**src/rtl/pipelined_instruction_decoder.sv**
```systemverilog
// Registered Hack instruction decoder with jump resolution, squash and perf counters.
// Latency: instruction accepted at edge N is presented from cycle N+1.
// Backpressure: ready drops on execute stall or taken jump; no skid buffer.
module pipelined_instruction_decoder #(
    parameter int DATA_WIDTH      = 16,
    parameter int COUNT_WIDTH     = 32,
    parameter bit STRICT_C_PREFIX = 1'b1
) (
    input  logic                   i_Clk,
    input  logic                   i_Reset,
    input  logic [DATA_WIDTH-1:0]  i_Instruction,
    input  logic                   i_Instr_Valid,
    output logic                   o_Instr_Ready,
    input  logic                   i_Exec_Ready,
    input  logic                   i_ALU_Zero,
    input  logic                   i_ALU_Neg,
    output logic                   o_Valid,
    output logic                   o_Is_C_Instruction,
    output logic                   o_Illegal,
    output logic [DATA_WIDTH-2:0]  o_A_Value,
    output logic                   o_ALU_Src_Memory,
    output logic                   o_ALU_Zero_X,
    output logic                   o_ALU_Negate_X,
    output logic                   o_ALU_Zero_Y,
    output logic                   o_ALU_Negate_Y,
    output logic                   o_ALU_Function,
    output logic                   o_ALU_Negate_Out,
    output logic                   o_Write_A,
    output logic                   o_Write_D,
    output logic                   o_Write_Memory,
    output logic                   o_PC_Load,
    output logic                   o_PC_Inc,
    output logic                   o_Flush,
    output logic [COUNT_WIDTH-1:0] o_Retired_Count,
    output logic [COUNT_WIDTH-1:0] o_Jump_Count
);

    logic                   valid_q;
    logic                   is_c_q;
    logic                   illegal_q;
    logic [DATA_WIDTH-2:0]  a_value_q;
    logic [6:0]             alu_q;
    logic [2:0]             dest_q;
    logic [2:0]             jump_q;
    logic [COUNT_WIDTH-1:0] retired_q;
    logic [COUNT_WIDTH-1:0] jumps_q;

    logic in_is_c;
    logic in_illegal;
    logic in_legal_c;
    logic legal_c;
    logic xfer;
    logic cond;
    logic taken;
    logic ready;
    logic acc;

    // Decode of the incoming word, evaluated only when it is captured.
    always_comb begin
        in_is_c    = i_Instruction[DATA_WIDTH-1];
        in_illegal = in_is_c & STRICT_C_PREFIX & ~(&i_Instruction[DATA_WIDTH-2:13]);
        in_legal_c = in_is_c & ~in_illegal;
    end

    always_comb begin
        legal_c = is_c_q & ~illegal_q;
        xfer    = ~i_Reset & valid_q & i_Exec_Ready;
        cond    = (jump_q[2] & i_ALU_Neg) | (jump_q[1] & i_ALU_Zero) |
                  (jump_q[0] & ~i_ALU_Neg & ~i_ALU_Zero);
        taken   = xfer & legal_c & cond;
        // A taken jump closes the door so the wrong-path word is never captured.
        ready   = ~i_Reset & (~valid_q | (i_Exec_Ready & ~taken));
        acc     = i_Instr_Valid & ready;
    end

    always_ff @(posedge i_Clk) begin
        if (i_Reset) begin
            valid_q   <= 1'b0;
            is_c_q    <= 1'b0;
            illegal_q <= 1'b0;
            a_value_q <= '0;
            alu_q     <= '0;
            dest_q    <= '0;
            jump_q    <= '0;
            retired_q <= '0;
            jumps_q   <= '0;
        end else begin
            if (taken) begin
                valid_q <= 1'b0;
            end else if (acc) begin
                valid_q <= 1'b1;
            end else if (xfer) begin
                valid_q <= 1'b0;
            end

            if (acc) begin
                is_c_q    <= in_is_c;
                illegal_q <= in_illegal;
                a_value_q <= in_is_c ? '0 : i_Instruction[DATA_WIDTH-2:0];
                alu_q     <= in_legal_c ? i_Instruction[12:6] : 7'd0;
                dest_q    <= in_legal_c ? i_Instruction[5:3]  : 3'd0;
                jump_q    <= in_legal_c ? i_Instruction[2:0]  : 3'd0;
            end

            if (xfer & ~illegal_q) begin
                retired_q <= retired_q + COUNT_WIDTH'(1);
            end
            if (taken) begin
                jumps_q <= jumps_q + COUNT_WIDTH'(1);
            end
        end
    end

    always_comb begin
        o_Instr_Ready      = ready;
        o_Valid            = valid_q;
        o_Is_C_Instruction = is_c_q;
        o_Illegal          = illegal_q;
        o_A_Value          = a_value_q;
        o_ALU_Src_Memory   = alu_q[6];
        o_ALU_Zero_X       = alu_q[5];
        o_ALU_Negate_X     = alu_q[4];
        o_ALU_Zero_Y       = alu_q[3];
        o_ALU_Negate_Y     = alu_q[2];
        o_ALU_Function     = alu_q[1];
        o_ALU_Negate_Out   = alu_q[0];
        // An A-instruction always loads the A register with its literal.
        o_Write_A          = xfer & (~is_c_q | (legal_c & dest_q[2]));
        o_Write_D          = xfer & legal_c & dest_q[1];
        o_Write_Memory     = xfer & legal_c & dest_q[0];
        o_PC_Load          = taken;
        o_PC_Inc           = xfer & ~taken;
        o_Flush            = taken;
        o_Retired_Count    = retired_q;
        o_Jump_Count       = jumps_q;
    end

endmodule

```
**config.mk**
```make
export PLATFORM = sky130hd
export DESIGN_NAME = pipelined_instruction_decoder
export DESIGN_NICKNAME = d
export VERILOG_FILES = /design/src/rtl/pipelined_instruction_decoder.sv
export SDC_FILE = /design/constraint.sdc
export NUM_CORES = 1
export LEC_CHECK = 0
export CORE_MARGIN = 8
export CORE_UTILIZATION = 44
export CTS_CLUSTER_DIAMETER = 80
export DETAILED_ROUTE_END_ITERATION = 16
export PLACE_DENSITY = 0.77
export REMOVE_ABC_BUFFERS = 1
export SLEW_MARGIN = 40
export SYNTH_ARGS = -nofsm -noshare
export SYNTH_HDL_FRONTEND = slang
export SYNTH_SLANG_ARGS = --single-unit
```
**constraint.sdc**
```tcl
create_clock -name i_Clk -period 1.96 [get_ports i_Clk]
set_input_delay 0.294 -clock i_Clk [delete_from_list [all_inputs] [get_ports i_Clk]]
set_output_delay 0.294 -clock i_Clk [all_outputs]
set_load 0.005 [all_outputs]
```
=== After elaboration in Yosys (flattened, before gate mapping) ===
Index checks and enable logic that the tools add are counted.

* Bits in writable memories: 0
* Output and inout bits: 96
* Bits of input ports: 22
* Bits in latches: 0
* Bits in read-only memories: 0
* Register bits: 95
* Memories: 0

* Bitwise gates (word level): 33
* Multiply operators: 0
* Muxes and demuxes: 6
* Eq/ne operators: 0
* Divide/modulo/power cells: 0
* Reduce and logical (&&, ||, !) cells: 3
* Magnitude comparators: 0
* Shift operators: 0
* $add $sub $neg: 2

{| class="wikitable"
|+ Operators by type and width
! cell !! count
|-
| adder 32 x 1 -> 32 bit, second input constant || 2
|-
| AND 1 bit || 20
|-
| two-way mux 15 bit || 1
|-
| NOT 1 bit || 9
|-
| two-way mux 7 bit || 1
|-
| two-way mux 3 bit || 2
|-
| bitwise OR 1 bit || 4
|-
| two-way mux 1 bit || 2
|-
| AND reduction 2 bit || 1
|-
| nonzero test 2 bit || 1
|-
| OR reduction 2 bit || 1
|}

=== Depth between registers and ports, before layout ===
Gate-level depths: netlist (run 1).

* Depth in word-level cells: 11
* Mapped depth: 7

=== Worst setup path before layout (run 1) ===
No wires, ideal clock.

* Path kind: register to register
* Start point: reg jumps_q[14], in the netlist o_Jump_Count[14]
* End point: reg jumps_q[29], in the netlist o_Jump_Count[29]
* Arrival time: 1796 ps
* Required time: 1839 ps
* Slack: 43 ps
* Cell stages (with the launch flop): 6
* Library setup time: 121 ps
* Cells stage by stage: dfxtp_1 > and4_4 > nand2_1 > or4_1 > nor4_1 > mux2_2

* Word-level cells in the longest chain between the ends: 1

{| class="wikitable"
|+ Ends and longest elaborated chain
! what !! line !! source
|-
| from (decl) || 46 || <nowiki>logic [COUNT_WIDTH-1:0] jumps_q;</nowiki>
|-
| from (signal assigned) || 109 || <nowiki>jumps_q <= jumps_q + COUNT_WIDTH'(1);</nowiki>
|-
| adder 32 x 1 -> 32 bit || 109 ||
|}

No other way between the ends.
A chain may end at the register's enable or synchronous reset.

=== Final worst setup path (run 1) ===
* Start point: in i_Exec_Ready
* End point: out o_PC_Load

* Word-level cells in the longest chain between the ends: 3

{| class="wikitable"
|+ Ends and longest elaborated chain
! what !! line !! source
|-
| from (decl) || 14 || <nowiki>input logic i_Exec_Ready,</nowiki>
|-
| AND 1 bit || 67 || <nowiki>xfer = ~i_Reset & valid_q & i_Exec_Ready;</nowiki>
|-
| AND 1 bit (2 in series) || 70 || <nowiki>taken = xfer & legal_c & cond;</nowiki>
|-
| to (decl) || 31 || <nowiki>output logic o_PC_Load,</nowiki>
|}

No other way between the ends.

==> qor.yml, run 1 <==
outcome:
  result_of_the_run: "finished, final reports clean"
grt:
  grt.busiest_layer: "met2"
  grt.met1_usage_pct: 21.3
  global_route.overflow_total: 0
  global_route.usage.met2_pct: 30.6
  groute.layer.met3.usage_pct: 4.52
  gr-usage-all-layers_pct: 18.2
  grt_start_max_net_pins: 66
  grt_antenna_before_repair: 1
  grt_pass1_vias: 4075
  grt_first_pass_wirelength_mm: 19.5
yosys:
  postSynthRegisterBits: 95
  synth_ff_type: "sky130_fd_sc_hd__dfxtp_1"
  syn_area_um2: 4350
  synth_area_leaders: "sky130_fd_sc_hd__dfxtp_1, sky130_fd_sc_hd__a21oi_1, sky130_fd_sc_hd__o21ai_0"
  synth_top_family_by_area: "simple AND/OR/NAND/NOR gates"
  syn_avg_cell_area_um2: 8.49
  synthMuxAreaShare_pct: 0.489
  ys_seq_area_share_pct: 43.7
  yosysWarnings: 0
  synth_area_in_adders_pct: 0.576
  yosys.area_share.xor_xnor_pct: 6.04
  postSynthCellCount: 512
  post_synth_and_or_nand_nor_area_fraction_pct: 32.2
  synth_top_area_cell: "sky130_fd_sc_hd__dfxtp_1"
  number_of_synthesized_flops_with_an_enable_pin: 0
  synth_top_area_share_pct: 43.7
  synth_async_sr_flop_share_pct: 0
  synth_compound_area_share_pct: 13.2
  yosysUniqueCellTypes: 48
route:
  detail_route.drc_violations: 0
  drt-initial-drc-count: 277
  postRouteAntennaNets: 0
  drtPass1Iterations: 7
  detail_route.wl_per_cell_um: 15.2
  via_count: 4426
  routed_via_density: 5.38
  route.final.wire_length_mm: 12.5
pwr:
  power_per_cell_area_nw_per_um2: 562
  finalPower_mw: 3.58
  ir_drop_uv: 410
  total_leakage_power_nw: 2.30
timing:
  setup_viol: 0
  period_needed_ns: 1.92
  endpoints_failing_hold: 0
  clock-skew-final_ns: 0.0121
  post-route-period-util_pct: 97.8
  slew_headroom_pct: 58.1
  fmax_mhz: 522
  worstMarginPinSlew_ns: 0.628
  drv_slew: 0
  finalSetupTns_ns: 0
  final_critical_path_setup_slack_ns: 0.0425
placement:
  globalplace.congestion: 0.819
  place_inst: 795
  io_buffer_count: 117
  place.detailed.hpwl_mm: 9.14
  dpl_worst_slack_ns: -0.346
setup_path:
  critPathCaptureType: "output port"
  cp_data_required_time_ns: 1.67
  sort_of_element_at_the_start_of_the_critical_path: "input pin"
  worstSetupPathType: "input pin to output port"
  worst-path-max-fanout: 3
  worstPathArrival_ns: 1.62
clock_tree:
  clock_sink_count: 95
  clk_pin_slew_worst_paths_ns: 0.10
  worstSkewPairLatency_ns: 0.37
  cts_inserted_buffers: 9
  h-tree-depth: 3
  clock_tree.buffer_depth: 2
  post_cts_hold_buffer_count: 0
  cts.root.buffer_cell: "sky130_fd_sc_hd__clkbuf_8"
  cts_tree: "done"
run:
  max_cap_viol_count: 0
finish:
  final_cells: 822
  fill_cells: 828
  finish.net_count: 707
  final_layout_size_suffix_gt1_share_pct: 16.3
  area_growth_pct: 46.3
  share_of_the_core_filled_with_cells_pct: 65.7
floorplan:
  ports: 118
  placement_rows: 36
  coreArea_um2: 9680
  chip_height_um: 115
  die_width_um: 115
  start_util_pct: 44.9
  area_of_the_die_um2: 13300
hold_path:
  hold_path_class: "input pin to flop"
-- placed cells by master (no fill, tap or decap), drive strengths merged, types with 13 or more instances in the layout --
cell / count
nor2: 38
nand2: 44
a21oi: 51
nand3: 29
or3: 22
nand4: 20
clkdlybuf4s50: 107
buf: 70
inv: 13
xnor2: 16
and4: 13
nand2b: 14
o21ai: 37
nand3b: 18
dfxtp: 95
xor2: 14
-- routing by layer --
layer	wire (um)	up-vias	share of wire, %
li1	-	2168	-
met1	5280	2123	42
met2	6140	119	49
met3	862	16	6.9
met4	206	0	1.6
met5	0	-	0
-- worst max-delay path, cell delays in order --
cell                              delay [ns]
sky130_fd_sc_hd__clkdlybuf4s50_1        0.42
sky130_fd_sc_hd__and3b_2                0.23
sky130_fd_sc_hd__buf_4                  0.14
sky130_fd_sc_hd__o211a_4                0.14
sky130_fd_sc_hd__buf_4                  0.13
sky130_fd_sc_hd__dlygate4sd2_1          0.26
-- layout make-up --
type | instances | area (um^2) | area share (%)
repair buffers | 185 | 1690 | 26.6
multi-input cells | 379 | 2350 | 36.9
diodes | 1 | 2.50 | 0.0393
well taps | 133 | 166 | 2.62
clock inverters | 6 | 60.1 | 0.944
clock buffers | 10 | 138 | 2.16
inverters | 13 | 48.8 | 0.767
flip-flops and latches | 95 | 1900 | 29.9
-- metrics by stage --
step | hold slack (ns) | area, um^2
final | 0.286 | 6360
after global routing | 0.305 | 6360
after CTS | 0.249 | 6260
after detailed placement | 0.443 | 6030
after global placement | 0.437 | 6030
after floorplan | 0.363 | 4230
-- Yosys cell counts (all sizes together) (3+ instances only) --
cell and number:
buf 9, nor3b 3, clkbuf 16, o21ai 37, nor3 7, nand4 20, or3 22, a21oi 51
or4 7, inv 13, nand3 29, and2 4, nand3b 18, nor4 4, nand2b 14, o31ai 6
nor2b 4, and4 13, nor2 38, xor2 14, and3 9, nand2 44, dfxtp 95, xnor2 16
-- what timing repair did --
action,CTS,global route
pin swaps,2,7
setup endpoints to repair,7,17
setup buffers,3,7
gates resized for setup,19,10
cloned,0,0
-- cell families after synthesis --
group / after synthesis
buffers and inverters: 38
XOR/XNOR: 30
flip-flops: 95
adder cells (fa/ha/maj): 2
AND/OR/NAND/NOR: 241
multiplexers: 2
AO/OA/AOI/OAI: 104
-- sequential cells by signal, indices dropped and copies added, names as in the netlist --
signal              flops
o_Jump_Count           32
o_Retired_Count        32
o_A_Value              15
alu_q                   7
dest_q                  3
jump_q                  3
o_Illegal               1
o_Is_C_Instruction      1
o_Valid                 1
-- final timing paths --
kind,endpoint,slack [ns],cells after the start,from
worst max register to register,o_Jump_Count[20],0.07,8,o_Is_C_Instruction
worst max-delay path,o_PC_Load,0.04,6,i_Exec_Ready
worst min-delay path,o_Valid,0.29,3,i_Reset
worst min register to register,o_A_Value[14],0.45,2,o_A_Value[14]
-- power breakdown --
group          switching (mW)  leakage [nW]  internal [mW]
clock network           0.699        0.0981          0.618
registers              0.0129         0.768           1.95
logic                   0.146          1.43          0.149
total                   0.857          2.30           2.72
No activity file was read; power rests on OpenSTA's default activity.
==> run 2: changes to the inputs <==
- CTS_CLUSTER_SIZE: default -> 8
- HOLD_SLACK_MARGIN: default -> 0.08
- SKIP_CTS_REPAIR_TIMING: default -> 1
==> qor.yml, run 2 (synthesized netlist as in run 1, its figures left out) <==
floorplan:
  die_width_um: 115
  area_of_the_die_um2: 13300
  ports: 118
  coreArea_um2: 9680
  start_util_pct: 44.9
  chip_height_um: 115
  placement_rows: 36
grt:
  grt_pass1_vias: 4037
  global_route.overflow_total: 0
  gr-usage-all-layers_pct: 18.0
  grt_antenna_before_repair: 1
  grt_first_pass_wirelength_mm: 19.3
  grt_start_max_net_pins: 66
timing:
  endpoints_failing_hold: 0
  drv_slew: 0
  period_needed_ns: 1.95
  rsz_0062_raised_after_global_routing: "yes"
  post-route-period-util_pct: 99.3
  fmax_mhz: 514
  fin_worst_hold_slack_ns: 0.272
  setup_viol: 0
  clock-skew-final_ns: 0.0105
  worstMarginPinSlew_ns: 0.631
  slew_headroom_pct: 58.0
placement:
  io_buffer_count: 117
  place.detailed.hpwl_mm: 9.14
  globalplace.congestion: 0.819
  place_inst: 795
setup_path:
  cp_data_required_time_ns: 2.26
  critPathCaptureType: "flop"
  ff2ff_path_depth: 9
  critPathLaunch: "o_Is_C_Instruction"
  r2r-end: "o_Jump_Count[21]"
  worstSetupPathType: "flop to flop"
  sort_of_element_at_the_start_of_the_critical_path: "flop"
  cp-endpoint: "o_Jump_Count[21]"
  worst_r2r_startpoint: "o_Is_C_Instruction"
  worstPathArrival_ns: 2.25
  reg2reg_slack_ns: 0.01
  worst-path-max-fanout: 11
run:
  max_cap_viol_count: 0
route:
  drt-initial-drc-count: 265
  route.final.wire_length_mm: 12.5
  via_count: 4359
  postRouteAntennaNets: 0
  detail_route.wl_per_cell_um: 15.2
  detail_route.drc_violations: 0
  routed_via_density: 5.30
  drtPass1Iterations: 4
hold_path:
  worstHoldStart: "i_Reset"
  hold_path_class: "input pin to flop"
finish:
  finish.net_count: 708
  most_frequent_cells_in_the_layout: "sky130_fd_sc_hd__clkdlybuf4s50_1, sky130_fd_sc_hd__dfxtp_1, sky130_fd_sc_hd__buf_4"
  final_common_cell: "sky130_fd_sc_hd__clkdlybuf4s50_1"
  fill_cells: 811
  final_layout_size_suffix_gt1_share_pct: 16.7
  final_cells: 823
  share_of_the_core_filled_with_cells_pct: 66.3
  area_growth_pct: 47.6
clock_tree:
  cts.root.buffer_cell: "sky130_fd_sc_hd__clkbuf_8"
  h-tree-depth: 3
  worstSkewPairLatency_ns: 0.37
  clock_tree.buffer_depth: 2
  clock_sink_count: 95
  clk_pin_slew_worst_paths_ns: 0.10
  cts_inserted_buffers: 9
  cts_tree: "done"
pwr:
  p_int_mw: 2.73
  power.net_switching_mw: 0.860
  power.share.clock_pct: 36.7
  total_leakage_power_nw: 2.41
  power.combinational.fraction_pct: 8.5
  ir_drop_uv: 412
  seq_power_share_pct: 54.8
  power_per_cell_area_nw_per_um2: 559
  power_switching_share_pct: 24.0
outcome:
  result_of_the_run: "finished, final reports clean"
run 2: critical path, cell delays in order (launching register included):
cell and delay, ns:
sky130_fd_sc_hd__dfxtp_2 0.35, sky130_fd_sc_hd__nor2b_4 0.14, sky130_fd_sc_hd__buf_6 0.12, sky130_fd_sc_hd__buf_4 0.11, sky130_fd_sc_hd__buf_4 0.10, sky130_fd_sc_hd__and4_4 0.25
sky130_fd_sc_hd__nand4_2 0.15, sky130_fd_sc_hd__buf_6 0.18, sky130_fd_sc_hd__or3_1 0.33, sky130_fd_sc_hd__a21oi_1 0.14
run 2: metrics by stage:
step                TNS (ns)  worst slack, ns  power, mW  cell area [um^2]
floorplan                  0           0.0434       2.10              4230
global placement      -10.72           -0.332       2.29              6030
detailed placement    -13.21           -0.346       2.30              6030
CTS                    -1.68           -0.336       3.61              6220
global route          -0.401          -0.0660       3.71              6420
finish                     0           0.0143       3.59              6420
run 2: metal layers:
layer / part of all wire (%) / up-vias / GRT usage (%)
met5: 0 / - / 0
met4: 1.4 / 0 / 7.71
met3: 6.3 / 14 / 4.52
met2: 50 / 100 / 30.5
met1: 43 / 2070 / 21.1
li1: - / 2175 / -
run 2: cell type report:
cell class | count | area (um^2) | share of cell area [%]
repair buffers | 186 | 1750 | 27.2
inverters | 13 | 48.8 | 0.760
well taps | 133 | 166 | 2.59
diodes | 1 | 2.50 | 0.0390
clock buffers | 10 | 138 | 2.14
multi-input cells | 379 | 2350 | 36.6
clock inverters | 6 | 60.1 | 0.936
flip-flops and latches | 95 | 1900 | 29.7
run 2: power groups by stage:
| stage | combinational (mW) | sequential, mW | clock [mW] |
|---|---|---|---|
| 5_1_grt | 0.328 | 1.97 | 1.41 |
| 4_1_cts | 0.291 | 1.97 | 1.35 |
| 6_report | 0.304 | 1.97 | 1.32 |
| 3_3_place_gp | 0.284 | 2.01 | 0 |
| 3_5_place_dp | 0.290 | 2.01 | 0 |
| 2_1_floorplan | 0.0816 | 2.01 | 0 |
run 2: worst min-delay path by stage:
stage | endpoint | slack [ns] | depth (start not counted)
global placement | o_A_Value[8] | 0.44 | 2
detailed placement | o_A_Value[14] | 0.44 | 2
finish | o_Valid | 0.27 | 3
global route | o_Valid | 0.29 | 3
floorplan | o_A_Value[0] | 0.36 | 1
CTS | o_Valid | 0.25 | 3
==> run 3: changes to the inputs <==
- CORE_MARGIN: 8 -> 3
- CORE_UTILIZATION: 44 -> 48
- PLACE_DENSITY: 0.77 -> 0.8
- TNS_END_PERCENT: default -> 30
- clock period: 1.96 -> 1.95 ns (I/O delays scaled with it)
==> qor.yml, run 3 (synthesized netlist as in run 1, its figures left out) <==
setup_path:
  r2r-end: "o_Jump_Count[29]"
  critPathCaptureType: "flop"
  ff2ff_path_depth: 5
  reg2reg_slack_ns: -0.05
  cp_data_required_time_ns: 2.21
  worstSetupPathType: "flop to flop"
  sort_of_element_at_the_start_of_the_critical_path: "flop"
  worstPathArrival_ns: 2.26
  worst-path-max-fanout: 2
  worst_r2r_startpoint: "o_Jump_Count[17]"
grt:
  grt_pass1_vias: 4149
  grt_start_max_net_pins: 57
  grt_antenna_before_repair: 0
  global_route.overflow_total: 0
  gr-usage-all-layers_pct: 22.8
  grt_first_pass_wirelength_mm: 19.2
route:
  detail_route.wl_per_cell_um: 15.0
  drtPass1Iterations: 4
  drt-initial-drc-count: 127
  postRouteAntennaNets: 0
  detail_route.drc_violations: 0
  via_count: 4433
  routed_via_density: 5.55
  route.final.wire_length_mm: 12.0
timing:
  fmax_mhz: 499
  post-route-period-util_pct: 103
  clock-skew-final_ns: 0.0167
  final_critical_path_setup_slack_ns: -0.0545
  rsz_0062_raised_after_global_routing: "yes"
  slew_headroom_pct: 61.8
  period_needed_ns: 2.00
  finalSetupTns_ns: -0.0748
  worstMarginPinSlew_ns: 0.572
  setup_viol: 2
  drv_slew: 0
  endpoints_failing_hold: 0
placement:
  place.detailed.hpwl_mm: 8.58
  place_inst: 775
  io_buffer_count: 117
  globalplace.congestion: 0.856
floorplan:
  die_width_um: 101
  area_of_the_die_um2: 10200
  coreArea_um2: 8760
  ports: 118
  start_util_pct: 49.6
  chip_height_um: 101
  placement_rows: 34
finish:
  num_antenna_cells: 0
  final_layout_size_suffix_gt1_share_pct: 16.6
  finish.net_count: 710
  regArea_um2: 1910
  area_growth_pct: 47.3
  final_common_cell: "sky130_fd_sc_hd__clkdlybuf4s50_1"
  most_frequent_cells_in_the_layout: "sky130_fd_sc_hd__clkdlybuf4s50_1, sky130_fd_sc_hd__dfxtp_1, sky130_fd_sc_hd__buf_4"
  multiInputGateArea_um2: 2330
  fill_cells: 649
  final_cells: 799
hold_path:
  hold_path_end: "o_Valid"
  hold-path-cell-count: 2
  hold_path_class: "input pin to flop"
  worstHoldStart: "i_Reset"
pwr:
  ir_drop_uv: 384
  total_leakage_power_nw: 2.43
  finalPower_mw: 3.67
  power_per_cell_area_nw_per_um2: 574
clock_tree:
  worstSkewPairLatency_ns: 0.37
  clk_pin_slew_worst_paths_ns: 0.10
  clock_tree.buffer_depth: 2
  cts_tree: "done"
  cts_inserted_buffers: 9
  cts.root.buffer_cell: "sky130_fd_sc_hd__clkbuf_8"
  h-tree-depth: 3
  clock_sink_count: 95
run:
  max_cap_viol_count: 0
outcome:
  result_of_the_run: "finished, violations left"
  failing_checks: "setup timing"
==> run 3: report_power, final <==
part           internal (mW)  leakage, nW  total (mW)  switching, mW
sequential              1.96        0.769        1.98         0.0137
combinational          0.165         1.56       0.313          0.147
clock                  0.647        0.104        1.38          0.736
total                   2.78         2.43        3.67          0.897
==> run 3: worst max path at each step <==
stage | start | end | slack (ns) | cells past startpoint
3_3_place_gp | i_ALU_Neg | o_Instr_Ready | -0.29 | 6
3_5_place_dp | i_Exec_Ready | o_Jump_Count[27] | -0.37 | 6
2_1_floorplan | o_Jump_Count[14] | o_Jump_Count[29] | 0.03 | 5
6_report | o_Jump_Count[17] | o_Jump_Count[29] | -0.05 | 5
5_1_grt | jump_q[2] | o_Instr_Ready | -0.08 | 6
4_1_cts | i_ALU_Neg | o_PC_Inc | -0.29 | 5
==> run 3: per-layer routing <==
layer	GRT usage, %	up-vias	share of wire [%]
met4	6.95	0	1.5
met3	5.10	17	5.9
met1	28.2	2119	43
met5	0	-	0
met2	39.7	125	50
li1	-	2172	-
==> run 3: metrics by stage <==
| stage | utilization, % | area, um^2 | hold slack, ns | setup WS [ns] |
|---|---|---|---|---|
| CTS | 71.4 | 6260 | 0.236 | -0.294 |
| detailed placement | 69.0 | 6050 | 0.451 | -0.372 |
| finish | 73.1 | 6400 | 0.246 | -0.0545 |
| global placement | 69.0 | 6050 | 0.439 | -0.293 |
| global route | 73.1 | 6400 | 0.253 | -0.0836 |
| floorplan | - | 4230 | 0.362 | 0.0334 |
==> run 3: worst max-delay path: stages (launching register included) <==
cell and delay, ns:
sky130_fd_sc_hd__dfxtp_1 0.37, sky130_fd_sc_hd__and4_4 0.24, sky130_fd_sc_hd__nand2_1 0.08, sky130_fd_sc_hd__or4_1 0.54, sky130_fd_sc_hd__nor4_1 0.29, sky130_fd_sc_hd__mux2_2 0.38
==> run 3: area by class of cell <==
class	instances	area share, %
clock buffer	10	2.15
multi-input combinational	379	36.4
tap	108	2.11
inverter	13	0.762
sequential	95	29.8
timing repair buffer	188	27.6
clock inverter	6	1.13
